===== src/rtl/snn_pkg.sv =====
// Shared definitions for the spike event encoder: default sizes, FSM states
// and the neuron-ID type.
package snn_pkg;

  localparam int NUM_NEURONS = 16;
  localparam int ADDR_W      = $clog2(NUM_NEURONS);

  typedef enum logic [1:0] {
    IDLE = 2'd0,
    SCAN = 2'd1,
    DONE = 2'd2
  } state_e;

  typedef logic [ADDR_W-1:0] neuron_id_t;

endpackage


===== src/rtl/lsb_priority_encoder.sv =====
// Combinational search for the lowest set bit of a vector; index is 0 and
// valid is low when no bit is set.
module lsb_priority_encoder #(
  parameter int N = 16,
  parameter int W = 4
) (
  input  logic [N-1:0] vec_i,
  output logic [W-1:0] idx_o,
  output logic         valid_o
);

  // Scanning downward lets the lowest set bit overwrite any higher match.
  always_comb begin
    idx_o = '0;
    for (int i = N - 1; i >= 0; i--) begin
      if (vec_i[i]) begin
        idx_o = W'(i);
      end
    end
  end

  assign valid_o = |vec_i;

endmodule


===== src/rtl/spike_event_encoder.sv =====
// Converts a spike vector into a stream of neuron-ID events pushed into a FIFO
// in ascending ID order, one per cycle, honouring FIFO backpressure.
module spike_event_encoder #(
  parameter int NUM_NEURONS = snn_pkg::NUM_NEURONS,
  parameter int ADDR_W      = snn_pkg::ADDR_W
) (
  input  logic                   clock,
  input  logic                   reset,
  input  logic                   start,
  input  logic [NUM_NEURONS-1:0] spikes,
  input  logic                   fifo_full,
  output logic                   wen,
  output logic [ADDR_W-1:0]      din,
  output logic                   busy,
  output logic                   done,
  output logic [ADDR_W:0]        event_count
);

  import snn_pkg::*;

  state_e                 state_q, state_d;
  logic [NUM_NEURONS-1:0] pendingMask_q, pendingMask_d;
  logic [ADDR_W:0]        eventCount_q, eventCount_d;
  logic [ADDR_W-1:0]      lowestId;
  logic                   maskValid;
  logic                   pushC;
  logic                   doneC;

  lsb_priority_encoder #(
    .N(NUM_NEURONS),
    .W(ADDR_W)
  ) u_lsb (
    .vec_i  (pendingMask_q),
    .idx_o  (lowestId),
    .valid_o(maskValid)
  );

  always_comb begin
    state_d       = state_q;
    pendingMask_d = pendingMask_q;
    eventCount_d  = eventCount_q;
    pushC         = 1'b0;
    doneC         = 1'b0;
    case (state_q)
      IDLE: begin
        if (start) begin
          pendingMask_d = spikes;
          eventCount_d  = '0;
          state_d       = (spikes != '0) ? SCAN : DONE;
        end
      end
      SCAN: begin
        if (maskValid && !fifo_full) begin
          pushC                   = 1'b1;
          pendingMask_d[lowestId] = 1'b0;
          eventCount_d            = eventCount_q + (ADDR_W+1)'(1);
          // Leave on the edge that pushes the final bit, so no dead SCAN cycle.
          if (pendingMask_d == '0) begin
            state_d = DONE;
          end
        end
      end
      DONE: begin
        doneC   = 1'b1;
        state_d = IDLE;
      end
      default: begin
        state_d = IDLE;
      end
    endcase
  end

  always_ff @(posedge clock) begin
    if (reset) begin
      state_q       <= IDLE;
      pendingMask_q <= '0;
      eventCount_q  <= '0;
    end else begin
      state_q       <= state_d;
      pendingMask_q <= pendingMask_d;
      eventCount_q  <= eventCount_d;
    end
  end

  // Outputs are masked while reset is high so an in-flight frame stops at once.
  assign wen         = pushC & ~reset;
  assign done        = doneC & ~reset;
  assign busy        = (state_q != IDLE) & ~reset;
  assign din         = lowestId;
  assign event_count = eventCount_q;

endmodule


===== config.mk =====
export PLATFORM = sky130hd
export DESIGN_NAME = spike_event_encoder
export DESIGN_NICKNAME = d
export VERILOG_FILES = /design/src/rtl/snn_pkg.sv /design/src/rtl/lsb_priority_encoder.sv /design/src/rtl/spike_event_encoder.sv
export SDC_FILE = /design/constraint.sdc
export NUM_CORES = 1
export LEC_CHECK = 0
export ABC_CLOCK_PERIOD_IN_PS = 3200
export CAP_MARGIN = 20
export CORE_AREA = 2 2 75 48
export CTS_CLUSTER_SIZE = 40
export DETAILED_ROUTE_END_ITERATION = 8
export DIE_AREA = 0 0 77 50
export PLACE_DENSITY = 0.78
export SLEW_MARGIN = 20
export SYNTH_ARGS = -nofsm -noshare
export SYNTH_HDL_FRONTEND = slang
export SYNTH_HIERARCHICAL = 1
export SYNTH_SLANG_ARGS = --single-unit

===== constraint.sdc =====
create_clock -name clock -period 3.2 [get_ports clock]
set_input_delay 0.48 -clock clock [delete_from_list [all_inputs] [get_ports clock]]
set_output_delay 0.48 -clock clock [all_outputs]
set_load 0.005 [all_outputs]

==> qor.yml <==
status:
  run_status: "finished, final reports clean"
cts:
  clkTransAtPathRegs_ps: 80
  cts_setup_buffers: 0
  clock-sinks: 23
  post_cts_hold_buffer_count: 0
  h_tree_lvls: 1
  clk_path_buf_depth: 2
  clock_tree_from_tritoncts: "done"
  clk_latency_ps: 270
  numCtsBuffers: 3
  cts_root_buf: "sky130_fd_sc_hd__clkbuf_8"
worst_setup_path:
  startpoint_type: "register"
  critical_path_class: "register to register"
  rrSetupSlack_ps: 290
  cpMostUsedCell: "sky130_fd_sc_hd__o22ai_1"
  type_of_element_capturing_the_critical_path: "register"
  critical_path.cell_chain: "a21oi_1 > o311a_1 > o22ai_1 > buf_4 > or4b_4 > a21oi_2 > o22ai_1 > nor4_2 > o221a_1"
  crit_required_ps: 3420
  critical_path.top_delay_family: "compound AO/OA/AOI/OAI gates"
  crit_path_max_incr_delay_ps: 510
  crit_buf_inv: 1
  cp.arrival_ps: 3120
  cpMaxStageDelayCell: "sky130_fd_sc_hd__o22ai_1"
  max_fo_critical_path: 9
die:
  core_area_um2: 3160
  die-height_um: 50
  pin_count: 32
  fp-row-count: 16
  effective_utilization_at_floorplan_pct: 49.3
  die_area_um2: 3850
  floorplan.die.width_um: 77
power_and_ir_drop:
  vdd_ir_drop_max_uv: 400
  power_density_nw_per_um2: 1080
  static-leakage-power_nw: 0.700
  total_power_mw: 2.12
place:
  io_buffers: 31
  pre_cts_ws_ps: 410
  detailed_place_hpwl_um: 3690
  area_post_placement_um2: 1920
  routabilityCongestion: 0.972
routing:
  detail_route.wl_per_cell_um: 16.9
  detail_route.iter0.violations: 223
  first_pass_iters: 5
  antenna_left: 0
  dr_total_vias: 1834
  drt_wl_total_um: 4950
  avgViaCountPerCell: 6.26
  drt_drc_violations_left: 0
layout:
  post_route_cells_drive_above_1_share_pct: 7.66
  design_area_um2: 1970
  antenna_cells: 0
  fillerInstances: 321
  finalNetCount: 270
  area_growth_syn_to_layout_pct: 26.3
yosys:
  ffs_latches_synth: 23
  synth.lib_cells_used.distinct: 41
  number_of_warning_messages_in_the_yosys_log: 6
  mappedNetlistArea_um2: 1560
  ys.flop_type: "sky130_fd_sc_hd__dfxtp_1"
  syn_nets: 240
  post_synth_inst_count: 219
  seq_area_frac_synth_pct: 29.5
  syn_avg_cell_area_um2: 7.12
  postSynth.asyncResetShare_pct: 0
  number_of_flops_mapped_to_enable_cells_by_yosys: 0
sta:
  maxClockFrequency_mhz: 344
  worst_pin_slew_ps: 646
  timing.final.crit_period_ps: 2910
  finalSetupViolations: 0
  fin_ws_ps: 294
  slew-limit-headroom_pct: 56.8
  maxSlewViolCount: 0
  worst_hold_slack_ps: 546
  timing.clock.skew_ps: 1.12
  rsz0062_at_grt: "false"
  fin_tns_setup_ps: 0
  min_period_over_period_pct: 90.8
  timing_hold_violations_final: 0
global_route:
  met2_usage_pct: 34.9
  grt_antenna_before_repair: 0
  vias_in_the_first_global_route: 1552
  globalRouteMet1Util_pct: 41.6
  grt_most_used_layer: "met1"
  groute.usage.overall_pct: 26.5
  grt_start_max_net_pins: 27
  grt_util_met3_pct: 8.06
  globalRouteOverflowTotal: 0
  grt_first_pass_wirelength_um: 7910
worst_hold_path:
  min_path_type: "register to register"
run:
  timing.max_cap.violations: 0
==> stage by stage <==
stage                     std cells  util (%)
after floorplan                 219         -
after global placement          289      60.6
after detailed placement        289      60.6
after CTS                       293      62.1
after global routing            293      62.3
final                           293      62.3
==> worst min-delay path: stages, from the launching register on <==
cell,delay [ps]
sky130_fd_sc_hd__dfxtp_1,350
sky130_fd_sc_hd__o21ai_0,90
sky130_fd_sc_hd__a21oi_1,70
==> worst paths after layout <==
| check | endpoint | startpoint | cells after the start |
|---|---|---|---|
| min | pendingMask_q[8]$_SDFFE_PP0P_ | pendingMask_q[8]$_SDFFE_PP0P_ | 2 |
| max reg2reg | state_q[1]$_SDFFE_PP0P_ | pendingMask_q[13]$_SDFFE_PP0P_ | 9 |
| max | state_q[1]$_SDFFE_PP0P_ | pendingMask_q[13]$_SDFFE_PP0P_ | 9 |
| min reg2reg | pendingMask_q[8]$_SDFFE_PP0P_ | pendingMask_q[8]$_SDFFE_PP0P_ | 2 |
==> registers in the layout, indices dropped and copies added, names as in the netlist <==
signal and count:
event_count 5, pendingMask_q 16, state_q 2
==> synthesized netlist by cell type, types with 3 or more instances <==
cell / count / area [um^2]
sky130_fd_sc_hd__nor2_1: 36 / 135
sky130_fd_sc_hd__inv_1: 5 / 18.8
sky130_fd_sc_hd__nor4_1: 9 / 56.3
sky130_fd_sc_hd__nand4_1: 3 / 18.8
sky130_fd_sc_hd__o21ai_0: 6 / 30.0
sky130_fd_sc_hd__nor3_1: 12 / 60.1
sky130_fd_sc_hd__nand4b_1: 3 / 26.3
sky130_fd_sc_hd__a21oi_1: 33 / 165
sky130_fd_sc_hd__clkbuf_1: 8 / 30.0
sky130_fd_sc_hd__a22oi_1: 4 / 30.0
sky130_fd_sc_hd__o22ai_1: 5 / 31.3
sky130_fd_sc_hd__xor2_1: 3 / 26.3
sky130_fd_sc_hd__buf_2: 4 / 20.0
sky130_fd_sc_hd__a311oi_1: 4 / 35.0
sky130_fd_sc_hd__or3_1: 6 / 37.5
sky130_fd_sc_hd__nand2_1: 17 / 63.8
sky130_fd_sc_hd__nand2b_1: 6 / 37.5
sky130_fd_sc_hd__o31ai_1: 4 / 30.0
sky130_fd_sc_hd__dfxtp_1: 23 / 460
==> layer usage <==
metal / vias to the layer above / share of wire (%)
li1: 878 / -
met3: 12 / 11
met4: 0 / 1.5
met1: 847 / 48
met5: - / 0
met2: 97 / 39
==> logic make-up after synthesis <==
| group | Yosys count | share of synthesized area [%] |
|---|---|---|
| adders and majority gates | 1 | 0.802 |
| xor gates and xnor gates | 3 | 1.68 |
| and+or+nand+nor | 107 | 36.5 |
| AOI/OAI and AO/OA | 66 | 25.9 |
| DFF | 23 | 29.5 |
| buffers and inverters | 19 | 5.61 |
==> final cells by class <==
class / instances / area (um^2) / share of cell area [%]
Sequential cell: 23 / 460 / 23.4
Clock inverter: 1 / 5.00 / 0.254
Timing Repair Buffer: 39 / 370 / 18.8
Inverter: 5 / 18.8 / 0.952
Clock buffer: 3 / 41.3 / 2.10
Tap cell: 45 / 56.3 / 2.86
Multi-Input combinational cell: 177 / 1020 / 51.7
==> power breakdown <==
part | internal, mW | switching, mW | total (mW)
Clock | 0.0871 | 0.0984 | 0.186
Sequential | 0.361 | 0.133 | 0.494
Combinational | 0.611 | 0.829 | 1.44
==> cell usage in the layout, fill, tap and decap left out, types with 2 or more instances in the layout <==
| cell type | n |
|---|---|
| sky130_fd_sc_hd__a22oi_1 | 4 |
| sky130_fd_sc_hd__or3_1 | 6 |
| sky130_fd_sc_hd__clkbuf_8 | 3 |
| sky130_fd_sc_hd__nor4_1 | 9 |
| sky130_fd_sc_hd__o31ai_1 | 4 |
| sky130_fd_sc_hd__a21oi_1 | 33 |
| sky130_fd_sc_hd__nor4_2 | 2 |
| sky130_fd_sc_hd__o21ai_0 | 6 |
| sky130_fd_sc_hd__a21o_1 | 2 |
| sky130_fd_sc_hd__nand2b_1 | 6 |
| sky130_fd_sc_hd__dfxtp_1 | 23 |
| sky130_fd_sc_hd__nand4b_1 | 3 |
| sky130_fd_sc_hd__inv_1 | 5 |
| sky130_fd_sc_hd__buf_4 | 8 |
| sky130_fd_sc_hd__nand4_1 | 3 |
| sky130_fd_sc_hd__nand2_1 | 17 |
| sky130_fd_sc_hd__nor2_2 | 2 |
| sky130_fd_sc_hd__o22ai_1 | 5 |
| sky130_fd_sc_hd__nor2_1 | 36 |
| sky130_fd_sc_hd__a311oi_1 | 4 |
| sky130_fd_sc_hd__xor2_1 | 3 |
| sky130_fd_sc_hd__nor3_1 | 12 |
| sky130_fd_sc_hd__nand3_1 | 2 |
| sky130_fd_sc_hd__clkdlybuf4s50_1 | 31 |
| sky130_fd_sc_hd__nand4bb_1 | 2 |
==> what timing repair did <==
item,in CTS,in global routing
endpoints found under the setup margin,0,3
resized for setup,0,1
hold endpoints to repair,0,0
Note: power is estimated with default switching activity, not from simulation.
